===== config.mk =====
export PLATFORM = sky130hd
export DESIGN_NAME = ibex_wb_queue
export DESIGN_NICKNAME = d
export VERILOG_FILES = /design/src/rtl/ibex_wb_queue.sv
export SDC_FILE = /design/constraint.sdc
export NUM_CORES = 1
export LEC_CHECK = 0
export CAP_MARGIN = 20
export CORE_MARGIN = 5
export CORE_UTILIZATION = 44
export DETAILED_ROUTE_END_ITERATION = 16
export PLACE_DENSITY = 0.85
export SYNTH_ARGS = -nofsm -noshare
export SYNTH_HDL_FRONTEND = slang
export SYNTH_SLANG_ARGS = --single-unit

===== constraint.sdc =====
create_clock -name clk_i -period 3.3 [get_ports clk_i]
set_input_delay 0.825 -clock clk_i [delete_from_list [all_inputs] [get_ports clk_i]]
set_output_delay 0.825 -clock clk_i [all_outputs]
set_load 0.02 [all_outputs]

===== src/rtl/ibex_wb_queue.sv =====
// Multi-entry in-order writeback queue between ID/EX and the register file.
// Holds up to Depth instructions, captures in-order LSU responses into their
// entries, retires at most one per cycle and serves forwarding / load-use
// hazard information to the two ID read ports.

package ibex_wb_queue_pkg;
  typedef enum logic [1:0] {
    WB_INSTR_LOAD  = 2'd0,
    WB_INSTR_STORE = 2'd1,
    WB_INSTR_OTHER = 2'd2
  } wb_instr_type_e;
endpackage

module ibex_wb_queue
  import ibex_wb_queue_pkg::*;
#(
  parameter int unsigned  Depth    = 2,
  parameter bit           ResetAll = 1'b0,
  localparam int unsigned OccW     = $clog2(Depth + 1)
) (
  input  logic                 clk_i,
  input  logic                 rst_ni,
  input  logic                 en_wb_i,
  input  wb_instr_type_e       instr_type_wb_i,
  input  logic [31:0]          pc_id_i,
  input  logic                 instr_is_compressed_id_i,
  input  logic                 instr_perf_count_id_i,
  input  logic [4:0]           rf_waddr_id_i,
  input  logic [31:0]          rf_wdata_id_i,
  input  logic                 rf_we_id_i,
  input  logic                 lsu_resp_valid_i,
  input  logic                 lsu_resp_err_i,
  input  logic [31:0]          rf_wdata_lsu_i,
  input  logic                 rf_we_lsu_i,
  input  logic [4:0]           rf_raddr_a_i,
  input  logic [4:0]           rf_raddr_b_i,
  output logic                 ready_wb_o,
  output logic                 rf_we_wb_o,
  output logic [4:0]           rf_waddr_wb_o,
  output logic [31:0]          rf_wdata_wb_o,
  output logic                 instr_done_wb_o,
  output logic [31:0]          pc_wb_o,
  output logic                 perf_instr_ret_wb_o,
  output logic                 perf_instr_ret_compressed_wb_o,
  output logic                 outstanding_load_wb_o,
  output logic                 outstanding_store_wb_o,
  output logic                 fwd_a_valid_o,
  output logic                 fwd_b_valid_o,
  output logic [31:0]          fwd_a_data_o,
  output logic [31:0]          fwd_b_data_o,
  output logic                 stall_a_o,
  output logic                 stall_b_o,
  output logic [OccW-1:0]      occupancy_o
);

  localparam int unsigned PtrW = (Depth > 1) ? $clog2(Depth) : 1;
  typedef logic [PtrW-1:0] ptr_t;

  function automatic ptr_t ptr_add(ptr_t p, int unsigned n);
    return ptr_t'((32'(p) + n) % Depth);
  endfunction

  // Control state (always reset)
  logic [Depth-1:0] valid_q, valid_d, done_q, done_d, err_q, err_d;
  ptr_t             head_q, head_d, tail_q, tail_d;
  logic [OccW-1:0]  occ_q, occ_d;

  // Payload state (reset only when ResetAll)
  wb_instr_type_e   type_q  [Depth];
  wb_instr_type_e   type_d  [Depth];
  logic [31:0]      pc_q    [Depth];
  logic [31:0]      pc_d    [Depth];
  logic [31:0]      wdata_q [Depth];
  logic [31:0]      wdata_d [Depth];
  logic [4:0]       waddr_q [Depth];
  logic [4:0]       waddr_d [Depth];
  logic [Depth-1:0] comp_q, comp_d, cnt_q, cnt_d, we_q, we_d;

  logic        tgt_found, bypass, retire, enq, head_valid, head_load, head_err;
  ptr_t        tgt_idx;
  logic [4:0]  raddr;
  logic [1:0]  fwd_valid, stall;
  logic [31:0] fwd_data [2];

  // Locate the response target (oldest unanswered LOAD/STORE) and outstanding flags
  always_comb begin
    tgt_found              = 1'b0;
    tgt_idx                = '0;
    outstanding_load_wb_o  = 1'b0;
    outstanding_store_wb_o = 1'b0;
    for (int unsigned i = 0; i < Depth; i++) begin
      if (!tgt_found && valid_q[ptr_add(head_q, i)] && !done_q[ptr_add(head_q, i)] &&
          type_q[ptr_add(head_q, i)] != WB_INSTR_OTHER) begin
        tgt_found = 1'b1;
        tgt_idx   = ptr_add(head_q, i);
      end
      if (valid_q[i] && !done_q[i] && type_q[i] == WB_INSTR_LOAD)  outstanding_load_wb_o  = 1'b1;
      if (valid_q[i] && !done_q[i] && type_q[i] == WB_INSTR_STORE) outstanding_store_wb_o = 1'b1;
    end
  end

  // Head retire decision and RF / perf-counter outputs
  always_comb begin
    head_valid = valid_q[head_q];
    head_load  = type_q[head_q] == WB_INSTR_LOAD;
    bypass     = lsu_resp_valid_i & tgt_found & (tgt_idx == head_q);
    retire     = head_valid & ((type_q[head_q] == WB_INSTR_OTHER) | done_q[head_q] | bypass);
    head_err   = bypass ? lsu_resp_err_i : err_q[head_q];
    ready_wb_o = (occ_q < OccW'(Depth)) | retire;
    enq        = en_wb_i & ready_wb_o;

    rf_we_wb_o      = retire & ((bypass & head_load) ? rf_we_lsu_i : we_q[head_q]);
    rf_waddr_wb_o   = head_valid ? waddr_q[head_q] : '0;
    rf_wdata_wb_o   = !head_valid ? '0 : (bypass & head_load) ? rf_wdata_lsu_i : wdata_q[head_q];
    pc_wb_o         = head_valid ? pc_q[head_q] : '0;
    instr_done_wb_o = retire;
    perf_instr_ret_wb_o            = retire & cnt_q[head_q] & ~head_err;
    perf_instr_ret_compressed_wb_o = perf_instr_ret_wb_o & comp_q[head_q];
    occupancy_o     = occ_q;
  end

  // Forwarding: later (younger) matches overwrite earlier ones while scanning oldest-first
  always_comb begin
    raddr = '0;
    for (int unsigned p = 0; p < 2; p++) begin
      raddr        = (p == 0) ? rf_raddr_a_i : rf_raddr_b_i;
      fwd_valid[p] = 1'b0;
      stall[p]     = 1'b0;
      fwd_data[p]  = '0;
      for (int unsigned i = 0; i < Depth; i++) begin
        if (valid_q[ptr_add(head_q, i)] && raddr != '0 &&
            waddr_q[ptr_add(head_q, i)] == raddr &&
            (we_q[ptr_add(head_q, i)] || type_q[ptr_add(head_q, i)] == WB_INSTR_LOAD)) begin
          fwd_valid[p] = 1'b0;
          stall[p]     = 1'b0;
          fwd_data[p]  = '0;
          if (type_q[ptr_add(head_q, i)] == WB_INSTR_OTHER ||
              (type_q[ptr_add(head_q, i)] == WB_INSTR_LOAD && done_q[ptr_add(head_q, i)])) begin
            fwd_valid[p] = 1'b1;
            fwd_data[p]  = wdata_q[ptr_add(head_q, i)];
          end else if (type_q[ptr_add(head_q, i)] == WB_INSTR_LOAD) begin
            stall[p] = 1'b1;
          end
        end
      end
    end
    fwd_a_valid_o = fwd_valid[0];
    fwd_b_valid_o = fwd_valid[1];
    fwd_a_data_o  = fwd_data[0];
    fwd_b_data_o  = fwd_data[1];
    stall_a_o     = stall[0];
    stall_b_o     = stall[1];
  end

  // Next state: retire frees the head, response fills its target, enqueue writes the tail.
  // Enqueue is applied last so a full-queue enqueue reusing the retiring head slot wins.
  always_comb begin
    valid_d = valid_q;  done_d = done_q;  err_d  = err_q;
    type_d  = type_q;   pc_d   = pc_q;    wdata_d = wdata_q;  waddr_d = waddr_q;
    comp_d  = comp_q;   cnt_d  = cnt_q;   we_d   = we_q;
    head_d  = head_q;   tail_d = tail_q;
    occ_d   = occ_q + OccW'(enq) - OccW'(retire);
    if (retire) begin
      valid_d[head_q] = 1'b0;
      head_d          = ptr_add(head_q, 1);
    end
    if (lsu_resp_valid_i && tgt_found) begin
      done_d[tgt_idx] = 1'b1;
      err_d[tgt_idx]  = lsu_resp_err_i;
      if (type_q[tgt_idx] == WB_INSTR_LOAD) begin
        wdata_d[tgt_idx] = rf_wdata_lsu_i;
        we_d[tgt_idx]    = rf_we_lsu_i;
      end
    end
    if (enq) begin
      valid_d[tail_q] = 1'b1;
      done_d[tail_q]  = 1'b0;
      err_d[tail_q]   = 1'b0;
      type_d[tail_q]  = instr_type_wb_i;
      pc_d[tail_q]    = pc_id_i;
      comp_d[tail_q]  = instr_is_compressed_id_i;
      cnt_d[tail_q]   = instr_perf_count_id_i;
      we_d[tail_q]    = rf_we_id_i;
      waddr_d[tail_q] = rf_waddr_id_i;
      wdata_d[tail_q] = rf_wdata_id_i;
      tail_d          = ptr_add(tail_q, 1);
    end
  end

  // Control registers
  always_ff @(posedge clk_i or negedge rst_ni) begin
    if (!rst_ni) begin
      valid_q <= '0;
      done_q  <= '0;
      err_q   <= '0;
      head_q  <= '0;
      tail_q  <= '0;
      occ_q   <= '0;
    end else begin
      valid_q <= valid_d;
      done_q  <= done_d;
      err_q   <= err_d;
      head_q  <= head_d;
      tail_q  <= tail_d;
      occ_q   <= occ_d;
    end
  end

  if (ResetAll) begin : g_payload_rst
    // Payload registers with reset
    always_ff @(posedge clk_i or negedge rst_ni) begin
      if (!rst_ni) begin
        type_q  <= '{default: WB_INSTR_LOAD};
        pc_q    <= '{default: '0};
        wdata_q <= '{default: '0};
        waddr_q <= '{default: '0};
        comp_q  <= '0;
        cnt_q   <= '0;
        we_q    <= '0;
      end else begin
        type_q  <= type_d;
        pc_q    <= pc_d;
        wdata_q <= wdata_d;
        waddr_q <= waddr_d;
        comp_q  <= comp_d;
        cnt_q   <= cnt_d;
        we_q    <= we_d;
      end
    end
  end else begin : g_payload_nrst
    // Payload registers without reset; qualified everywhere by valid bits
    always_ff @(posedge clk_i) begin
      type_q  <= type_d;
      pc_q    <= pc_d;
      wdata_q <= wdata_d;
      waddr_q <= waddr_d;
      comp_q  <= comp_d;
      cnt_q   <= cnt_d;
      we_q    <= we_d;
    end
  end

  a_we_implies_done: assert property (@(posedge clk_i) disable iff (!rst_ni)
    rf_we_wb_o |-> instr_done_wb_o);
  a_occ_bound: assert property (@(posedge clk_i) disable iff (!rst_ni)
    occ_q <= OccW'(Depth));
  a_no_enq_when_full: assert property (@(posedge clk_i) disable iff (!rst_ni)
    !ready_wb_o |-> !enq);
  a_resp_has_target: assert property (@(posedge clk_i) disable iff (!rst_ni)
    lsu_resp_valid_i |-> tgt_found);

endmodule


==> run_results.csv <==
group,metric,value,unit
status,outcome,"finished, violations left",
status,violations,"setup timing",
cts,cts_htree_levels,4,
route,dr.pass1.iters,7,
floorplan,io_pins,268,
global_route,grtUsageTotal,30.1,%
synth,synth.distinct_cells,50,
setup_path,crit_path_max_incr_delay,0.55,ns
cts,cts_made_buffers,17,
floorplan,rows,54,
placement,post_dp_cell_area,13800,um^2
cts,cts.sinks,158,
route,routed-via-count,10100,
synth,netlist_instances,956,
power,power,14.5,mW
cells_and_area,diodes,0,
timing,timing.fmax,0.246,GHz
setup_path,endpoint_kind,"output port",
synth,yosysSeqAreaShare,41.5,%
cts,cts_tree,"done",
setup_path,critPathMaxFanout,7,
route,drt_iter0_markers,834,
global_route,grt_max_degree,66,
floorplan,initial_core_util,44.6,%
cts,root_buffer,"clkbuf_16",
timing,setup_tns,-64.40,ns
placement,placed_cells,1513,
cts,postCtsHoldBufs,0,
synth,syn-num-nets,1080,
floorplan,fp.dieH,159,um
timing,setup_ws,-0.759,ns
timing,rsz0062_at_grt,"true",
synth,postSynth.asyncResetShare,6.33,%
setup_path,critPathKind,"register to output port",
cts,clk_latency,0.43,ns
timing,fin_crit_sh,123,%
route,ant_nets,0,
setup_path,worstPathRequired,2.47,ns
placement,io_buffers,267,
cells_and_area,syn2layout_area_growth,65.5,%
hold_path,hp-class,"register to register",
cells_and_area,layout_commonest_cell,"buf_4",
setup_path,crit_arrival,3.23,ns
timing,clock_skew,0.0138,ns
setup_path,path_buf_inv,4,
cells_and_area,utilization,73.8,%
route,avgRoutedWirePerCell,25.2,um
cells_and_area,layout_common_cells,"144 x buf_4, 132 x mux2_2, 116 x clkdlybuf4s50_1",
cts,clk_pin_slew,0.08,ns
timing,worstMarginPinSlew,0.921,ns
synth,synthFlopType,"edfxtp_1",
timing,max-slew-margin-rel,38.6,%
global_route,grt_pass1_vias,10600,
synth,synth.avg_cell_area,10.2,um^2
timing,min_period,4.06,ns
route,wirelength,40600,um
floorplan,die-area,25200,um^2
timing,finalHoldViolations,0,
power,power_density,898,nW/um^2
synth,netlist_area,9730,um^2
cts,clk_path_buf_depth,2,
flow_run,max_cap_viol_count,0,
placement,dp_hpwl,24100,um
setup_path,cp_slowest_cell,"dfrtp_4",
setup_path,cp-start-kind,"register",
power,vdd_drop_max,0.000518,V
route,drc,0,
cells_and_area,drive_gt1_share,49.9,%
cells_and_area,finish.net_count,1443,
synth,synth_edf_count,82,
timing,maxSlewViolCount,0,
floorplan,die_w,159,um
cells_and_area,layoutNonFillerInstCount,1612,
timing,setup_viol,105,
route,vias_per_cell,6.28,
global_route,grt_pass1_wl,58800,um
synth,yosys_register_bits,158,
synth,yosys_warnings,0,
global_route,grt_overflow_total,0,
setup_path,path_cells,"buf_6 > mux2i_4 > xnor2_1 > or4_4 > or2_4 > mux2_4 > buf_12 > buf_12 > o22ai_4 > buf_6",
cells_and_area,fin_area,16100,um^2
global_route,antenna_found_initial,1,
setup_path,crit_family,"simple AND/OR/NAND/NOR gates",
placement,gp_congestion,0.959,
power,p_leak,6.06,nW
floorplan,core_area,21800,um^2
cells_and_area,nFillCells,1343,
==> sequential cells by signal (all words and copies together) (netlist names), 4 cells and up <==
signal and flops:
type_q 4, pc_q 64, waddr_q 10, wdata_q 64
==> cells by family after synthesis <==
| family | share of synthesized area [%] |
|---|---|
| DFF | 41.5 |
| AOI/OAI and AO/OA | 13.3 |
| buffers and inverters | 4.80 |
| xor gates and xnor gates | 2.07 |
| muxes | 24.1 |
| adders and majority gates | 0.257 |
| and+or+nand+nor | 14.0 |
==> cell usage after synthesis (all sizes together) (3+ instances only) <==
library cell	instances	area, um^2
mux2	134	1510
nand2b	7	43.8
nor3	7	35.0
nand2	75	282
clkbuf	49	184
a31oi	34	213
mux2i	81	840
xnor2	23	201
o22ai	35	357
or3	4	25.0
a211oi	33	248
o21ai	6	30.0
nand3	99	495
a32oi	35	307
buf	43	260
dfrtp	10	250
edfxtp	82	2460
inv	6	22.5
or2	3	18.8
or4	4	33.8
a21oi	6	30.0
nor4	3	33.8
dfxtp	66	1320
nor2	86	323
nor2b	4	25.0
==> layout make-up <==
cell class | instances | area, um^2 | area share (%)
multi-input combinational | 700 | 6490 | 40.3
timing repair buffer | 436 | 4580 | 28.5
sequential | 158 | 4040 | 25.1
clock buffer | 17 | 425 | 2.64
tap | 280 | 350 | 2.18
clock inverter | 15 | 189 | 1.17
inverter | 6 | 22.5 | 0.140
==> power breakdown <==
group          total (mW)  switching, mW  internal (mW)
Sequential           3.71          0.852           2.86
Combinational        8.67           4.55           4.12
Clock                2.08           1.03           1.05
==> worst reg2reg max path: cells and delay by family (launching register included) <==
kind            cells  cell delay (ns)
buf+inv             9             1.34
simple gates        2             0.59
compound gates      2             0.21
mux                 1             0.38
flops               1             0.55
==> per-layer routing <==
layer | GRT usage (%) | part of all wire, % | vias up
li1 | - | - | 4339
met1 | 33.4 | 35 | 4941
met2 | 52.6 | 50 | 668
met3 | 8.64 | 9.9 | 171
met4 | 14.9 | 5.0 | 2
met5 | 0 | 0.017 | -
==> stage by stage <==
| step | setup WS (ns) | hold WS [ns] |
|---|---|---|
| 6_report | -0.759 | 0.536 |
| 5_1_grt | -0.814 | 0.560 |
| 4_1_cts | -0.686 | 0.535 |
| 3_5_place_dp | -1.29 | 0.497 |
| 3_3_place_gp | -1.19 | 0.475 |
| 2_1_floorplan | -0.137 | 0.451 |
==> worst paths after layout <==
check                           slack [ns]              endpoint  cells past startpoint                from
max in group asynchronous             2.16    head_q$_DFFE_PN0N_                      1              rst_ni
worst max-delay path                 -0.76       fwd_b_data_o[9]                     10  head_q$_DFFE_PN0N_
worst min register to register        0.54    err_q[1]$_DFF_PN0_                      2  err_q[1]$_DFF_PN0_
min in group asynchronous             0.74  valid_q[0]$_DFF_PN0_                      1              rst_ni
worst max register to register        0.12   wdata_q[52]$_DFF_P_                     14  head_q$_DFFE_PN0N_
worst min-delay path                  0.54    err_q[1]$_DFF_PN0_                      2  err_q[1]$_DFF_PN0_
==> repair_timing <==
action                                 in CTS  in global routing
cloned                                     14                  2
resized for setup                         746                175
endpoints found under the hold margin       0                  0
setup endpoints to repair                 142                134
pin swaps                                  21                 30
buffers inserted                           27                 29
No activity file was read; power rests on OpenSTA's default activity.
